--- src/rtl/sys_reset_seq.sv ---
// Reset/boot sequencer: synchronised (optionally debounced) reset sources drive a sequenced
// active-low SoC reset; boot/test mode latched at release. Debounce enabled by SYS_RESET_SEQ_DEBOUNCE_EN.
module sys_reset_seq #(
    parameter int unsigned SyncStages     = 2,
    parameter int unsigned DebounceCycles = 50000,
    parameter int unsigned HoldCycles     = 1024
) (
    input  logic       clk_i,
    input  logic       rst_i,
    input  logic       locked_i,
    input  logic       btn_reset_i,
    input  logic       vio_reset_i,
    input  logic [1:0] boot_mode_i,
    input  logic       test_mode_i,
    output logic       rst_no,
    output logic [1:0] boot_mode_o,
    output logic       test_mode_o,
    output logic       ready_o
);
    localparam int unsigned HoldW = $clog2(HoldCycles) + 1;
    localparam logic [HoldW-1:0] HoldLast = HoldW'(HoldCycles - 1);

    typedef enum logic [1:0] {WAIT_LOCK, HOLD, RUN} state_e;

    // Synchroniser bit order: {test, boot[1], boot[0], btn, lock}
    logic [4:0] sync_q [SyncStages];
    logic [4:0] synced;
    logic [3:0] deb;  // {test, boot[1], boot[0], btn}
    logic       req;

    always_ff @(posedge clk_i) begin
        if (rst_i) begin
            for (int unsigned i = 0; i < SyncStages; i++) sync_q[i] <= '0;
        end else begin
            sync_q[0] <= {test_mode_i, boot_mode_i, btn_reset_i, locked_i};
            for (int unsigned i = 1; i < SyncStages; i++) sync_q[i] <= sync_q[i-1];
        end
    end

    assign synced = sync_q[SyncStages-1];

`ifdef SYS_RESET_SEQ_DEBOUNCE_EN
    localparam int unsigned DebW = $clog2(DebounceCycles) + 1;
    localparam logic [DebW-1:0] DebLast = DebW'(DebounceCycles - 1);

    logic [3:0]      stable_q, stable_d;
    logic [DebW-1:0] deb_cnt_q [4];
    logic [DebW-1:0] deb_cnt_d [4];

    always_comb begin
        stable_d = stable_q;
        for (int unsigned b = 0; b < 4; b++) begin
            deb_cnt_d[b] = '0;
            if (synced[b+1] != stable_q[b]) begin
                if (deb_cnt_q[b] == DebLast) stable_d[b] = synced[b+1];
                else                         deb_cnt_d[b] = deb_cnt_q[b] + 1'b1;
            end
        end
    end

    always_ff @(posedge clk_i) begin
        if (rst_i) begin
            stable_q <= '0;
            for (int unsigned b = 0; b < 4; b++) deb_cnt_q[b] <= '0;
        end else begin
            stable_q <= stable_d;
            for (int unsigned b = 0; b < 4; b++) deb_cnt_q[b] <= deb_cnt_d[b];
        end
    end

    assign deb = stable_q;
`else
    // DebounceCycles has no effect in this build
    logic unused_deb_cfg;
    assign unused_deb_cfg = (DebounceCycles != 0);
    assign deb = synced[4:1];
`endif

    assign req = deb[0] | vio_reset_i | ~synced[0];

    state_e           state_q, state_d;
    logic [HoldW-1:0] hold_cnt_q, hold_cnt_d;
    logic             rst_n_q;
    logic [1:0]       boot_q;
    logic             test_q;
    logic             release_edge;

    always_comb begin
        state_d    = state_q;
        hold_cnt_d = hold_cnt_q;
        case (state_q)
            WAIT_LOCK: begin
                if (!req) begin
                    state_d    = HOLD;
                    hold_cnt_d = '0;
                end
            end
            HOLD: begin
                // A new request wins over hold completion in the same cycle
                if (req) begin
                    state_d = WAIT_LOCK;
                end else if (hold_cnt_q == HoldLast) begin
                    state_d    = RUN;
                    hold_cnt_d = '0;
                end else begin
                    hold_cnt_d = hold_cnt_q + 1'b1;
                end
            end
            RUN: begin
                if (req) state_d = WAIT_LOCK;
            end
            default: state_d = WAIT_LOCK;
        endcase
    end

    assign release_edge = (state_q == HOLD) && (state_d == RUN);

    always_ff @(posedge clk_i) begin
        if (rst_i) begin
            state_q    <= WAIT_LOCK;
            hold_cnt_q <= '0;
            rst_n_q    <= 1'b0;
            boot_q     <= '0;
            test_q     <= 1'b0;
        end else begin
            state_q    <= state_d;
            hold_cnt_q <= hold_cnt_d;
            rst_n_q    <= (state_d == RUN);
            if (release_edge) begin
                boot_q <= deb[2:1];
                test_q <= deb[3];
            end
        end
    end

    assign rst_no      = rst_n_q;
    assign ready_o     = rst_n_q;
    assign boot_mode_o = boot_q;
    assign test_mode_o = test_q;
endmodule

--- config.mk ---
export PLATFORM = sky130hd
export DESIGN_NAME = sys_reset_seq
export DESIGN_NICKNAME = d
export VERILOG_FILES = /design/src/rtl/sys_reset_seq.sv
export SDC_FILE = /design/constraint.sdc
export NUM_CORES = 1
export LEC_CHECK = 0
export CORE_MARGIN = 1
export CORE_UTILIZATION = 50
export DETAILED_ROUTE_END_ITERATION = 6
export GPL_TIMING_DRIVEN = 0
export PLACE_DENSITY = 0.72
export SYNTH_ARGS = -nofsm -noshare
export SYNTH_HDL_FRONTEND = slang
export SYNTH_SLANG_ARGS = --single-unit
--- constraint.sdc ---
create_clock -name clk_i -period 2.74 [get_ports clk_i]
set_clock_uncertainty 0.1 [all_clocks]
set_input_delay 0.548 -clock clk_i [delete_from_list [all_inputs] [get_ports clk_i]]
set_output_delay 0.548 -clock clk_i [all_outputs]
set_load 0.05 [all_outputs]
After elaboration in Yosys (flattened, before gate mapping)

Memory sizes are Yosys's and may differ from the RTL's.
Cells that the tools add are included.

Flip-flop bits (word level): 17
Bits in writable memories: 10
Bits of input ports: 8
Output and inout port bits: 5
Word-level logic and storage cells: 36
Memories: 1

Add/sub/neg operators: 1
Eq/ne operators: 6
Muxes and demuxes: 14
Bitwise operators: 5
Reduce and logical (&&, ||, !) cells: 4

Memories:

| name   | words | bits a word | rd ports | clocked after Yosys merged registers in | write ports | RTL line | source |
|---|---|---|---|---|---|---|---|
| sync_q | 2     | 5           | 2        | 0                                       | 2           | 26       | `logic [4:0] sync_q [SyncStages];` |

Operators with widths:

| cell                  | number |
|---|---|
| $mux 11               | 3 |
| $pmux 11 s2           | 1 |
| $add 11x1->11 const B | 1 |
| $eq 11x10->1 const B  | 1 |
| $mux 5                | 2 |
| $mux 2                | 4 |
| $pmux 2 s3            | 1 |
| $eq 2x2->1 const B    | 2 |
| $ne 2x2->1 const B    | 2 |
| $or 1x1->1            | 4 |
| $mux 1                | 3 |
| $reduce_and 3->1      | 1 |
| $eq 2x1->1 const B    | 1 |
| $logic_not 2->1       | 1 |
| $reduce_bool 2->1     | 1 |
| $logic_and 1x1->1     | 1 |
| $not 1->1             | 1 |

Depth between registers and ports, before layout

Gate-level depths: netlist (run 1).
An unclocked memory read counts as a cell.

Depth in word-level cells: 7
Mapped depth: 6
Gate-level depth less buffers: 5

Least setup slack after synthesis (run 1)

Ideal clock, no wire load.

Path type: register -> register
Start: register hold_cnt_q[0]
End: register hold_cnt_q[5]
Library setup time: 0.074 ns
Arrival time: 1.745 ns
Data required time: 2.566 ns
Path slack: 0.821 ns
Cell stages (with the launch flop): 7
Buffers on the path: 1
Period minus slack after synthesis: 1.919 ns
Cells stage by stage: dfxtp_1 ha_1 and4_1 and4_1 buf_2 or4_1 a31oi_1

Word-level cells in the longest chain between the ends: 4
Elaborated cells between the ends (all ways): 5
Classes of those cells: add/sub: 1; eq/ne: 1; mux: 3

RTL lines:

| what                                          | RTL line | source |
|---|---|---|
| from (decl)                                   | 82       | `logic [HoldW-1:0] hold_cnt_q, hold_cnt_d;` |
| from (signal assigned)                        | 127      | `hold_cnt_q <= hold_cnt_d;` |
| $add 11x1->11 or $eq 11x10->1 (tied branches) | 106, 102 |  |
| $mux 11 *                                     | 102      | `end else if (hold_cnt_q == HoldLast) begin` |
| $mux 11 *                                     | 100      | `if (req) begin` |
| $pmux 11 s2 *                                 | 91       | `case (state_q)` |

Mark *: on every way between the ends. The rest lies on a longest branch, timed or not. The select of a mux whose other input is x is not followed.
A chain may end at the register's enable or synchronous reset.

Final worst setup path (run 1)

Start: input vio_reset_i
End: register hold_cnt_q[3]

Word-level cells in the longest chain between the ends: 4
Elaborated cells between the ends (all ways): 5
Classes of those cells: eq/ne: 2; bitwise: 2; reduce/logical: 1

RTL lines:

| what                                | RTL line | source |
|---|---|---|
| from (decl)                         | 12       | `input logic vio_reset_i,` |
| $or 1x1->1 * (2 in series)          | 79       | `assign req = deb[0] \| vio_reset_i \| ~synced[0];` |
| $ne 2x2->1 (no source line)         | --       |  |
| $reduce_and 3->1 (no source line) * | --       |  |

Mark *: on every way between the ends. The rest lies on a longest branch, timed or not.

==> run metrics, run 1 <==
minimum clock period=2.34 ns; clock slew at reported path FFs=0.14 ns; Worst-Skew Late Latency=0.33 ns; synthesized area per cell=9.30 um2; Via Count=941; #FFs+latches synth=27; leading cell type in the layout, fill and taps excluded=dfxtp_1; DRC Markers=0; Die X=49.2 um; commonest non-fill, non-tap cells in the layout=27 x dfxtp_1, 12 x nand2_1, 12 x clkdlybuf4s50_1, 11 x nor2b_1, 10 x nand3_1; H-tree depth=1; layout cells sized above 1=8.09%; Fmax achieved=0.427 GHz; Setup crit start kind=input port; die height=49.2 um; static leakage=0.424 nW; post-synthesis mux area share=0%; Resize count post-CTS=0; largest family of logic cells by synthesized area=simple AND/OR/NAND/NOR gates; Initial Utilization=55.2%; cells after synthesis=120; routed vias/inst=5.77; crit-path max FO=10; GRT Total Usage=21.1%; Critical Path AT=2.51 ns; postcts setup bufs=0; WL/cell=13.9 um; First-pass DRT Iterations=4; met2 Usage GRT=36.5%; Worst Path Buf+Inv=1; Routability Congestion=0.891; Worst path slowest cell=nor4b_4; Final Total Pwr=0.605 mW; vias in the first global route=899; yosys warns=0; core area=2020 um2; Main synth FF type=dfxtp_1; FP Rows=16; Max Slew Vio Count=0; GRT busiest layer=met2; worst-margin pin slew=0.625 ns; Remaining Overflow, GRT=0; part of the Yosys area used for sequential elements=48.4%; Power Density=466 nW/um2; critical path's top delay family=simple AND/OR/NAND/NOR gates; CTS Sinks=27; setup TNS=0 ns; dpl cells=159; Mapped Nets=129; antenna viol nets, final=0; Tcrit/Tclk final=85.5%; hold buffer count at cts=0; synthesized cell area=1120 um2; Post-Synth Adder-Cell Area=1.12%; Peak VDD IR=0.348 mV; Area Overhead vs Synth=16.3%; Yosys cell types=30; CTS tree=built; max cap viols=0; crit-path cells=clkdlybuf4s50_1 > nor4b_4 > nand2_4 > or4_1 > a31oi_1; DIE AREA=2430 um2; first-pass GRT wire length=3.91 mm; final setup vio count=0; final wirelength=2.27 mm; Max stage delay on crit path=0.64 ns; outcome=finished, final reports clean; NumNets Final=146; Post-synth EDFFs=0; dpl hpwl=1.55 mm; largest net degree at the start of global routing=16; Max Root-Sink Buffers=2; CP Capture Type=flip-flop; Post-Layout Cell Count=163; I/O pin cnt=13; Synth Area in XOR/XNOR=0%; Post-Synth Simple-Gate Area=33.7%; Final Hold Vio Count=0; CTS Buf Count=3; met3 usage=4.05%; initial antenna violation count=0; met1 Usage GRT=25.6%; Worst slew margin=58.2%; RSZ-0062 raised after global routing=false; CP Class=input port to flip-flop; Iter 0 DRT Violations=10; Async S/R FF share, synth=0%; PortBufs=12; post-synthesis compound-gate area fraction=13.3%; Critical Path RT=2.91 ns; n_diodes=0; Hold Path Class=flip-flop to flip-flop; Root Buffer=clkbuf_4
-- state kept, by name, summed over array words and instances (netlist names) --
name and count:
boot_mode_o 2, test_mode_o 1, hold_cnt_q 11, ready_o 1, sync_q 10, state_q 2
-- per-layer routing --
metal  part of all wire (%)  vias to the layer above
li1                       -                      479
met4                    1.2                        0
met1                     43                      439
met3                    3.9                        3
met2                     52                       20
met5                      0                        -
-- cells by family after synthesis --
| family | count (synthesis) |
|---|---|
| buffers and inverters | 8 |
| adder cells (fa/ha/maj) | 1 |
| flip-flops | 27 |
| AO/OA/AOI/OAI | 25 |
| AND/OR/NAND/NOR | 59 |
-- worst reg2reg max path, stage by stage (launching register included) --
cell and delay [ns]:
dfxtp_1 0.37, ha_1 0.26, and4_1 0.26, and4_1 0.20, buf_2 0.17, or4_1 0.52
a31oi_1 0.18
-- power breakdown --
group | switching [mW] | internal, mW
logic | 0.0140 | 0.0155
registers | 0.00234 | 0.400
clock network | 0.118 | 0.0549
-- layout make-up --
class	instances	area [um2]
Fill cell	189	724
Sequential cell	27	541
Multi-Input combinational cell	85	538
Timing Repair Buffer	12	120
Tap cell	27	33.8
Buffer	6	30.0
Clock buffer	3	22.5
Inverter	2	7.51
Clock inverter	1	5.00
-- stage by stage --
stage                     util [%]  setup slack, ns  cell area (um2)  hold slack, ns
after CTS                     64.2            0.421             1300           0.361
final                         64.2            0.398             1300           0.358
after floorplan                  -            0.821             1120           0.314
after global routing          64.2            0.285             1300           0.374
after detailed placement      62.8           0.0659             1270           0.331
after global placement        62.8            0.144             1270           0.321
-- final timing paths --
path                                     from       endpoint  slack (ns)  cells past startpoint
worst max-delay path              vio_reset_i  hold_cnt_q[3]        0.40                      5
worst min-delay path             sync_q[0][3]   sync_q[0][8]        0.36                      1
worst max register to register  hold_cnt_q[0]  hold_cnt_q[3]        0.63                      6
worst min register to register   sync_q[0][3]   sync_q[0][8]        0.36                      1
-- synth_stat cells (3+ instances only) --
library cell / count / area, um2
o21ai_0: 6 / 30.0
buf_2: 3 / 15.0
and4_1: 4 / 35.0
dfxtp_1: 27 / 541
nand2_1: 12 / 45.0
a21oi_1: 9 / 45.0
nor2b_1: 11 / 68.8
or4_1: 6 / 45.0
nand3_1: 10 / 50.1
nand4_1: 5 / 31.3
a31oi_1: 4 / 25.0
No activity file was read; power rests on OpenSTA's default activity.
==> run 2: changes to the inputs <==
--- a/config.mk
+++ b/config.mk
@@ -5,6 +5,7 @@
 export SDC_FILE = /design/constraint.sdc
 export NUM_CORES = 1
 export LEC_CHECK = 0
+export CAP_MARGIN = 10
 export CORE_MARGIN = 1
 export CORE_UTILIZATION = 50
 export DETAILED_ROUTE_END_ITERATION = 6
==> results of run 2 <==
Final layout, timing and power as in run 1 (identical DEF).
